$ cat src/rtl/mult_seq_ctrl_pkg.sv
// Shared constants for the sequential shift-add multiplier.
//   MULT    : ALU control code of the mult instruction
//   MULT_W  : operand / result width
//   COUNT_W : width of the RUN-cycle counter (up to 32 cycles)
//   IDLE/RUN/DONE : controller state encoding (2'd3 is illegal)
package mult_seq_ctrl_pkg;

  localparam logic [3:0] MULT    = 4'b0011;
  localparam int         MULT_W  = 32;
  localparam int         COUNT_W = 5;

  localparam logic [1:0] IDLE = 2'd0;
  localparam logic [1:0] RUN  = 2'd1;
  localparam logic [1:0] DONE = 2'd2;

endpackage

$ cat src/rtl/mult_shift_add_dp.sv
// Shift-add datapath: accumulator, shifting multiplicand and multiplier.
//   clk_i, rst_i : clock, async active-high reset
//   load         : capture operands and clear the accumulator
//   step         : perform one shift-add iteration
//   src1, src2   : multiplicand / multiplier (sampled on load only)
//   acc_next     : accumulator value after the current iteration
//   mplr_last    : multiplier has no set bits above bit 0 (last iteration)
module mult_shift_add_dp
  import mult_seq_ctrl_pkg::*;
(
  input  logic              clk_i,
  input  logic              rst_i,
  input  logic              load,
  input  logic              step,
  input  logic [MULT_W-1:0] src1,
  input  logic [MULT_W-1:0] src2,
  output logic [MULT_W-1:0] acc_next,
  output logic              mplr_last
);

  logic [MULT_W-1:0] acc;
  logic [MULT_W-1:0] mcand;
  logic [MULT_W-1:0] mplr;

  // Adder wraps mod 2^32, which gives the same low word for signed and
  // unsigned operands.
  assign acc_next  = mplr[0] ? acc + mcand : acc;
  assign mplr_last = (mplr[MULT_W-1:1] == '0);

  // NOTE: sequential state uses non-blocking assignments so every register
  // samples the pre-edge values regardless of statement order.
  always_ff @(posedge clk_i or posedge rst_i) begin
    if (rst_i) begin
      acc   <= '0;
      mcand <= '0;
      mplr  <= '0;
    end else if (load) begin
      acc   <= '0;
      mcand <= src1;
      mplr  <= src2;
    end else if (step) begin
      acc   <= acc_next;
      mcand <= mcand << 1;
      mplr  <= mplr >> 1;
    end
  end

endmodule

$ cat src/rtl/mult_seq_ctrl.sv
// Multi-cycle multiply controller for the EX stage.
//   clk_i, rst_i : clock, async active-high reset
//   start_i      : EX-stage instruction is mult
//   flush_i      : pipeline flush, aborts any operation in progress
//   src1_i/src2_i: operands, sampled on accept
//   stall_o      : freeze PC/IF/ID/EX while the multiply is in flight
//   busy_o       : high in RUN
//   done_o       : one-cycle pulse, result_o valid
//   result_o     : low 32 bits of src1*src2, held until the next done_o
module mult_seq_ctrl
  import mult_seq_ctrl_pkg::*;
(
  input  logic              clk_i,
  input  logic              rst_i,
  input  logic              start_i,
  input  logic              flush_i,
  input  logic [MULT_W-1:0] src1_i,
  input  logic [MULT_W-1:0] src2_i,
  output logic              stall_o,
  output logic              busy_o,
  output logic              done_o,
  output logic [MULT_W-1:0] result_o
);

  logic [1:0]         state;
  logic [1:0]         state_next;
  logic [COUNT_W-1:0] count;
  logic [MULT_W-1:0]  acc_next;
  logic               mplr_last;
  logic               accept;
  logic               step;
  logic               finish;

  assign accept = (state == IDLE) && start_i && !flush_i;
  assign step   = (state == RUN) && !flush_i;
  // Leave RUN after the iteration that consumes the top set multiplier bit,
  // or after the 32nd iteration at the latest.
  assign finish = step && ((count == COUNT_W'(MULT_W - 1)) || mplr_last);

  mult_shift_add_dp u_dp (
    .clk_i     (clk_i),
    .rst_i     (rst_i),
    .load      (accept),
    .step      (step),
    .src1      (src1_i),
    .src2      (src2_i),
    .acc_next  (acc_next),
    .mplr_last (mplr_last)
  );

  // NOTE: state_next gets a default before any branch so no path leaves it
  // unassigned, which would otherwise infer a latch.
  always_comb begin
    state_next = state;
    if (flush_i) begin
      state_next = IDLE;
    end else begin
      case (state)
        IDLE:    if (start_i) state_next = RUN;
        RUN:     if (finish)  state_next = DONE;
        DONE:    state_next = IDLE;  // start_i here is the same instruction
        default: state_next = IDLE;
      endcase
    end
  end

  always_ff @(posedge clk_i or posedge rst_i) begin
    if (rst_i) begin
      state    <= IDLE;
      count    <= '0;
      result_o <= '0;
    end else begin
      state <= state_next;
      if (accept) begin
        count <= '0;
      end else if (step) begin
        count <= count + 1'b1;
      end
      // Capture the final sum on the edge that enters DONE.
      if (finish) begin
        result_o <= acc_next;
      end
    end
  end

  assign busy_o  = (state == RUN);
  assign done_o  = (state == DONE);
  // Reset forces stall low even though the accept term could see start_i.
  assign stall_o = !rst_i && (accept || (state == RUN));

endmodule

$ cat config.mk
export PLATFORM = sky130hd
export DESIGN_NAME = mult_seq_ctrl
export DESIGN_NICKNAME = d
export VERILOG_FILES = /design/src/rtl/mult_seq_ctrl_pkg.sv /design/src/rtl/mult_shift_add_dp.sv /design/src/rtl/mult_seq_ctrl.sv
export SDC_FILE = /design/constraint.sdc
export NUM_CORES = 1
export LEC_CHECK = 0
export BUFFER_PORTS_ARGS = -buffer_cell sky130_fd_sc_hd__buf_4
export CORE_MARGIN = 5
export CORE_UTILIZATION = 52
export CTS_CLUSTER_SIZE = 30
export DETAILED_ROUTE_END_ITERATION = 16
export GPL_TIMING_DRIVEN = 0
export PLACE_DENSITY = 0.73
export SLEW_MARGIN = 20
export SYNTH_ARGS = -nofsm -noshare
export SYNTH_HDL_FRONTEND = slang
export SYNTH_HIERARCHICAL = 1
export SYNTH_SLANG_ARGS = --single-unit
$ cat constraint.sdc
create_clock -name clk_i -period 3.71 [get_ports clk_i]
set_input_delay 0.5565 -clock clk_i [delete_from_list [all_inputs] [get_ports clk_i]]
set_output_delay 0.5565 -clock clk_i [all_outputs]
set_load 0.02 [all_outputs]
==> impl_metrics.toml, run 1 <==
[outcome]
status = "finished, final reports clean"

[layout]
diodes = 0
stdcell_area_um2 = 9624
layout-drive-gt1-share_pct = 23.36
syn_to_final_growth_pct = 20.92
stdcell_count = 1104
fin_util_pct = 63.78
nets = 1005

[placed_design]
place_hpwl_mm = 14.36
port_buffers = 102
pre_cts_ws_ps = 235.5
gp_congestion = 0.9313
placed_cell_area_um2 = 9012
placedCellCount = 1072

[detailed_routing]
dr.pass1.iters = 6
drc_errors = 0
drtIter0Drc = 456
ant_nets = 0
vias = 6311
avgRoutedWirePerCell_um = 17.61
via_per_inst = 5.716
wirelength_mm = 19.44

[timing]
rsz0062_at_grt = "false"
fmax_ghz = 0.2837
hold_viol = 0
holdWs_ps = 106.1
fin_crit_sh_pct = 95.01
layout_min_cycle_time_ps = 3525
drv_slew = 0
timing.setup.tns_ps = 0
setup_ws_ps = 185.0
tightest_slew_ps = 805.9
finalSetupViolCount = 0
relSlewSlack_pct = 46.27
fin_skew_ps = 7.985

[synthesis]
synth_top_area_cell = "dfrtp_1"
syn_area_um2 = 7959
synth_seq_cells = 135
ys_types = 61
synth-async-reset-ratio_pct = 100.0
synth_edf_count = 0
synth_cells = 780
yosysWarnings = 6
syn_area_per_cell_um2 = 10.20
ys_seq_area_share_pct = 42.45
synth_nets = 882
ys.flop_type = "dfrtp_1"
synth_area_leaders = "dfrtp_1 42%, mux2i_1 10%, mux2_4 5.5%"
synth_top_area_share_pct = 42.45

[clock_tree]
clockBufferDepth = 2
clock-sinks = 135
cts_setup_buffers = 0
path_clk_slew_ps = 60
cts_tree = "done"
cts-root-buf = "clkbuf_16"
cts_buffers = 17
h-tree-depth = 4
clk_latency_ps = 420

[critical_path]
crit_type = "reg2reg"
startpoint = "u_dp/acc[0]"
max_stage_delay_ps = 440
crit_arrival_ps = 3830
cp-start-kind = "register"
cp_max_fo = 4
endpoint_kind = "register"
worstPathRequired_ps = 4010
worstPathCellList = "ha_1, fa_1, a21o_1, a21oi_1, o21ai_2, a31o_2, a221oi_1, o2111ai_1, xor2_1, mux2_2, mux2_4"
critPathSlowestCell = "a221oi_1"
r2r_start = "u_dp/acc[0]"
path_buf_inv = 0
critPathTopFamily = "compound AO/OA/AOI/OAI gates"

[power]
power_per_cell_area_nw_per_um2 = 605.0
power.static_leakage_nw = 4.497
p_total_mw = 5.823
ir_drop_v = 0.0003631

[global_route]
grt_max_degree = 66
grtUsageTotal_pct = 22.22
antenna_found_initial = 0
grt_pass1_vias = 6273
grt_first_pass_wirelength_mm = 31.68
overflow = 0

[die]
coreArea_um2 = 15090
num_io_pins = 103
die-area_um2 = 17880
rows = 45
initial_core_util_pct = 52.74
die_w_um = 133.7
die_h_um = 133.7

[flow_run]
drv_cap = 0

[min_path]
holdCritPathClass = "in2async"
[logic make-up (layout without fill, tap and decap cells)]
group           count (synthesis)  in the layout  share of synthesized area, %
simple gates                  204            204                         12.01
xor+xnor                       31             31                         3.411
mux                           139            139                         19.75
buf+inv                        63            199                         3.946
flops                         135            135                         42.45
fa+ha+maj                      34             34                         5.439
compound gates                174            174                         13.00
[synthesized netlist by cell type (all sizes together), types with 3 or more instances]
master / count
a21oi: 38
nand4: 7
clkbuf: 26
nor3: 4
xor2: 9
or3: 5
mux2: 57
o22ai: 3
a31oi: 5
nor2b: 4
nor2: 35
xnor2: 22
nand3b: 4
o21ai: 83
a21o: 17
nand2: 106
inv: 23
ha: 33
and3: 8
buf: 14
mux2i: 82
o211ai: 3
nand2b: 5
and2: 3
o21a: 3
dfrtp: 135
nand3: 9
o31ai: 4
nor4: 7
[report_power, final]
| part | leakage (nW) | internal [mW] | total [mW] | switching (mW) |
|---|---|---|---|---|
| combinational | 2.43 | 0.894 | 2.01 | 1.11 |
| sequential | 1.77 | 1.78 | 2.06 | 0.278 |
| clock | 0.290 | 1.12 | 1.76 | 0.637 |
[registers in the layout, summed over array words and instances (netlist names)]
signal and count:
state 2, count 5, u_dp/mcand 32, u_dp/mplr 32
result_o 32, u_dp/acc 32
[layout make-up]
class / count / area [um2]
Timing Repair Buffer: 104 / 813.3
Multi-Input combinational cell: 582 / 4267
Clock buffer: 20 / 436.7
Inverter: 23 / 91.34
Buffer: 40 / 227.7
Clock inverter: 12 / 175.2
Fill cell: 1264 / 5465
Tap cell: 188 / 235.2
Sequential cell: 135 / 3378
[cell usage in the layout (no fill, tap or decap), types with 7 or more instances in the layout]
cell type	n
nand4_1	7
xnor2_1	22
nor4_1	7
mux2_2	28
buf_4	103
a21oi_1	37
dfrtp_1	135
xor2_1	9
clkbuf_1	29
ha_1	33
clkbuf_16	17
mux2i_1	82
nand2_1	106
nand3_1	9
inv_1	21
a21o_1	16
mux2_4	29
and3_1	7
o21ai_0	80
nor2_1	34
[path summary, 6_finish.rpt]
path	slack, ps	depth (start not counted)	endpoint
max in group asynchronous	2940	3	u_dp/acc[25]
hold reg to reg	470	1	count[3]
min in group clk_i	340	3	u_dp/mplr[8]
setup reg to reg	180	11	result_o[24]
setup / recovery	180	11	result_o[24]
hold / removal	110	2	count[3]
[routing by layer]
metal,routed length (um),track usage (%)
met5,0,0
met4,322,6.400
met3,934,4.683
met2,9336,36.02
met1,8842,30.24
[timing repair]
action                     in CTS  in global routing
hold buffers                    0                  0
setup endpoints to repair       0                  1
gates resized for setup         0                  1
(Power assumes the default switching activity.)
==> run 2: changes to the inputs <==
Settings changed: CORE_MARGIN 5 to 4, MAX_ROUTING_LAYER from default to met4.
Clock period 3.71 ns to 4.25 ns, I/O delays scaled along.
==> run 2 against run 1 <==
Effect of this change: final cell count fell by 0.54%; non-clock buffer count did not move; utilization rose by 1.1 points; total power fell by 15%; clock skew fell by 1.7 ps; worst hold slack improved by 84 ps; global-route usage rose by 1.6 points; critical endpoint is now result_o[28]; largest cell class unchanged.
==> impl_metrics.toml, run 2 (synthesis results as in run 1) <==
[layout]
final_common_cell = "dfrtp_1"
nets = 1005
syn_to_final_growth_pct = 20.36
ff_latch_area_um2 = 3378
multiInputGateArea_um2 = 4267
stdcell_count = 1098
nFillCells = 1205
final_cell_mix = "135 x dfrtp_1, 106 x nand2_1, 103 x buf_4"
diodes = 0
layout-drive-gt1-share_pct = 23.41

[detailed_routing]
ant_nets = 0
dr.pass1.iters = 5
via_per_inst = 5.677
drtIter0Drc = 454
vias = 6233
drc_errors = 0
wirelength_mm = 19.55
avgRoutedWirePerCell_um = 17.81

[critical_path]
ff2ff_setup_slack_ps = 710
worstPathRequired_ps = 4550
worstPathCellList = "ha_1, fa_1, a21o_1, a21oi_1, o21ai_2, a22oi_1, a2111oi_0, o21ai_0, o22ai_1, nand3b_1, o2111ai_1, mux2_4"
r2r_start = "u_dp/acc[0]"
path_buf_inv = 0
crit_type = "reg2reg"
critPathTopFamily = "compound AO/OA/AOI/OAI gates"
cp_max_fo = 4
critPathSlowestCell = "o21ai_0"
timing.rr.end = "result_o[28]"
cp-start-kind = "register"
crit_arrival_ps = 3840
reg2reg_depth = 12
max_stage_delay_ps = 470
endpoint_kind = "register"

[placed_design]
gp_congestion = 0.9406
port_buffers = 102
place_hpwl_mm = 14.15
placedCellCount = 1068

[die]
die_h_um = 131.7
num_io_pins = 103
initial_core_util_pct = 53.94
coreArea_um2 = 14750
die_w_um = 131.7
rows = 44
die-area_um2 = 17350

[power]
power.static_leakage_nw = 4.490
power_per_cell_area_nw_per_um2 = 519.6
ir_drop_v = 0.0003193

[clock_tree]
cts-root-buf = "clkbuf_16"
cts_tree = "done"
path_clk_slew_ps = 60
clock-sinks = 135
clk_latency_ps = 420
clockBufferDepth = 2
ctsHoldBuffers = 0
cts_setup_buffers = 0
cts_buffers = 17
h-tree-depth = 4
cts_resized = 0

[global_route]
antenna_found_initial = 0
grt_pass1_vias = 6376
grt_first_pass_wirelength_mm = 32.63
grtUsageTotal_pct = 23.84
overflow = 0
grt_max_degree = 69

[min_path]
holdCritPathClass = "in2async"

[timing]
fin_crit_sh_pct = 83.29
hold_viol = 0
fin_skew_ps = 6.271
tightest_slew_ps = 827.2
rsz0062_at_grt = "false"
layout_min_cycle_time_ps = 3540
holdWs_ps = 190.0
finalSetupViolCount = 0
fmax_ghz = 0.2825
drv_slew = 0
relSlewSlack_pct = 44.85

[outcome]
status = "finished, final reports clean"

[flow_run]
drv_cap = 0
run 2: worst max-delay path by stage:
stage                      startpoint        endpoint  slack, ps  cells past startpoint
after detailed placement  u_dp/acc[0]    result_o[28]        820                     12
after CTS                 u_dp/acc[0]    result_o[28]        800                     12
after global routing      u_dp/acc[0]    result_o[28]        560                     12
after floorplan                 rst_i     u_dp/acc[0]       1110                      1
after global placement          rst_i  u_dp/mcand[26]       -130                      2
final                     u_dp/acc[0]    result_o[28]        710                     12
run 2: area by class of cell:
type,instances,area share [%]
Timing Repair Buffer,104,8.490
Sequential cell,135,35.27
Clock buffer,21,4.911
Tap cell,184,2.403
Inverter,23,0.9535
Buffer,40,2.377
Clock inverter,9,1.058
Multi-Input combinational cell,582,44.54
run 2: report_power, final:
part | internal (mW) | total, mW | switching (mW)
clock network | 0.898 | 1.44 | 0.544
registers | 1.55 | 1.79 | 0.237
logic | 0.780 | 1.75 | 0.966
run 2: per-layer routing:
layer | GRT usage, % | part of all wire [%] | up-vias
met1 | 32.05 | 47 | 3037
li1 | - | - | 3017
met5 | - | 0 | -
met3 | 4.625 | 4.0 | 21
met4 | 6.768 | 1.3 | 0
met2 | 37.11 | 47 | 158
run 2: through the flow:
stage	power [mW]	cell area, um2	utilization, %	worst slack [ps]	TNS, ps
3_5_place_dp	3.515	9007	61.05	822.4	0
2_1_floorplan	3.067	7959	-	1107	0
6_report	4.977	9579	64.93	710.0	0
4_1_cts	4.991	9579	64.93	800.0	0
5_1_grt	5.304	9579	64.93	557.1	0
3_3_place_gp	3.463	8955	60.69	-134.7	-12410
==> run 3: changes to the inputs <==
Clock period 4.25 ns to 3.55 ns, I/O delays scaled along.
==> run 3 against run 2 <==
Effect of this change: design area about the same; sequential cell count unchanged; die area unchanged; global-route usage unchanged; clock-buffer cell count unchanged; critical path depth down 1; worst hold slack worse by 110 ps; clock skew about the same; highest routed layer unchanged; critical endpoint is now result_o[24]; worst setup slack worse by 620 ps; first-iteration DRC count down 5.3%.
==> impl_metrics.toml, run 3 (synthesis results as in run 1) <==
[critical_path]
max_stage_delay_ps = 410
critPathSlowestCell = "fa_1"
cp-start-kind = "register"
worstPathCellList = "ha_1, fa_1, a21o_1, a21oi_1, o21ai_2, a31o_2, a221oi_1, o2111ai_1, xor2_1, mux2_2, mux2_4"
path_buf_inv = 0
cp_max_fo = 4
crit_arrival_ps = 3770
crit_type = "reg2reg"
critPathTopFamily = "compound AO/OA/AOI/OAI gates"
endpoint_kind = "register"
worstPathRequired_ps = 3850
ff2ff_setup_slack_ps = 90

[detailed_routing]
avgRoutedWirePerCell_um = 17.83
vias = 6243
via_per_inst = 5.686
drtIter0Drc = 430
dr.pass1.iters = 4
wirelength_mm = 19.58
ant_nets = 0
drc_errors = 0

[die]
num_io_pins = 103
die_h_um = 131.7
initial_core_util_pct = 53.94
rows = 44
die-area_um2 = 17350
die_w_um = 131.7
coreArea_um2 = 14750

[clock_tree]
cts_setup_buffers = 0
cts_buffers = 17
h-tree-depth = 4
cts-root-buf = "clkbuf_16"
clk_latency_ps = 420
path_clk_slew_ps = 60
clock-sinks = 135
clockBufferDepth = 2
cts_tree = "done"

[placed_design]
pre_cts_ws_ps = 122.4
place_hpwl_mm = 14.15
gp_congestion = 0.9406
placed_cell_area_um2 = 9007
port_buffers = 102

[global_route]
grt_max_degree = 69
grtUsageMet2_pct = 37.11
grt_pass1_vias = 6376
grtUsageTotal_pct = 23.84
antenna_found_initial = 0
grt.busiest_layer = "met2"
use_met1_pct = 32.05
overflow = 0
use_met3_pct = 4.625
grt_first_pass_wirelength_mm = 32.63

[layout]
nFillCells = 1204
syn_to_final_growth_pct = 20.37
layout-drive-gt1-share_pct = 23.41
ff_latch_area_um2 = 3378
nets = 1005
multiInputGateArea_um2 = 4268
stdcell_area_um2 = 9580
final_common_cell = "dfrtp_1"
final_cell_mix = "135 x dfrtp_1, 106 x nand2_1, 103 x buf_4"
diodes = 0

[timing]
tightest_slew_ps = 826.5
rsz0062_at_grt = "false"
layout_min_cycle_time_ps = 3465
finalSetupViolCount = 0
hold_viol = 0
fmax_ghz = 0.2886
setup_ws_ps = 85.38
fin_crit_sh_pct = 97.59
relSlewSlack_pct = 44.90
fin_skew_ps = 6.058
drv_slew = 0

[power]
ir_drop_v = 0.0003825
power.static_leakage_nw = 4.490
power_per_cell_area_nw_per_um2 = 622.2

[min_path]
holdCritPathClass = "in2async"

[flow_run]
drv_cap = 0

[outcome]
status = "finished, final reports clean"
-- run 3: layer usage --
metal	up-vias	share of wire [%]
li1	3017	-
met1	3041	47
met2	164	47
met3	21	4.4
met4	0	1.3
met5	-	0
-- run 3: worst paths after layout --
check,start,endpoint,cells past startpoint
min in group clk_i,src1_i[29],u_dp/mcand[29],3
worst max-delay path,u_dp/acc[0],result_o[24],11
worst min register to register,count[3],count[3],1
worst min-delay path,rst_i,u_dp/mcand[6],2
worst max register to register,u_dp/acc[0],result_o[24],11
max in group asynchronous,rst_i,u_dp/mplr[6],3
-- run 3: report_power, final --
group	internal (mW)	leakage [nW]	total [mW]	switching (mW)
sequential	1.86	1.77	2.14	0.284
clock	1.08	0.284	1.73	0.651
combinational	0.935	2.43	2.09	1.16
-- run 3: cell type report --
cell class	count	area share (%)
well taps	184	2.403
flip-flops and latches	135	35.26
clock buffers	21	4.911
clock inverters	9	1.058
repair buffers	104	8.489
inverters	23	0.9534
multi-input cells	582	44.55
plain buffers	40	2.377
-- run 3: per-stage QoR --
stage	std cells	hold WS [ps]	util [%]	total power [mW]	setup TNS [ps]
global placement	1066	459.5	60.69	4.146	-69530
global route	1098	93.66	64.93	6.351	0
CTS	1098	76.43	64.93	5.975	0
finish	1098	84.97	64.93	5.961	0
floorplan	780	437.2	-	3.672	0
detailed placement	1068	472.2	61.05	4.208	0
-- run 3: timing repair --
item | in CTS | in global routing
hold buffers | 0 | 0
setup endpoints to repair | 0 | 3
resized for setup | 0 | 2
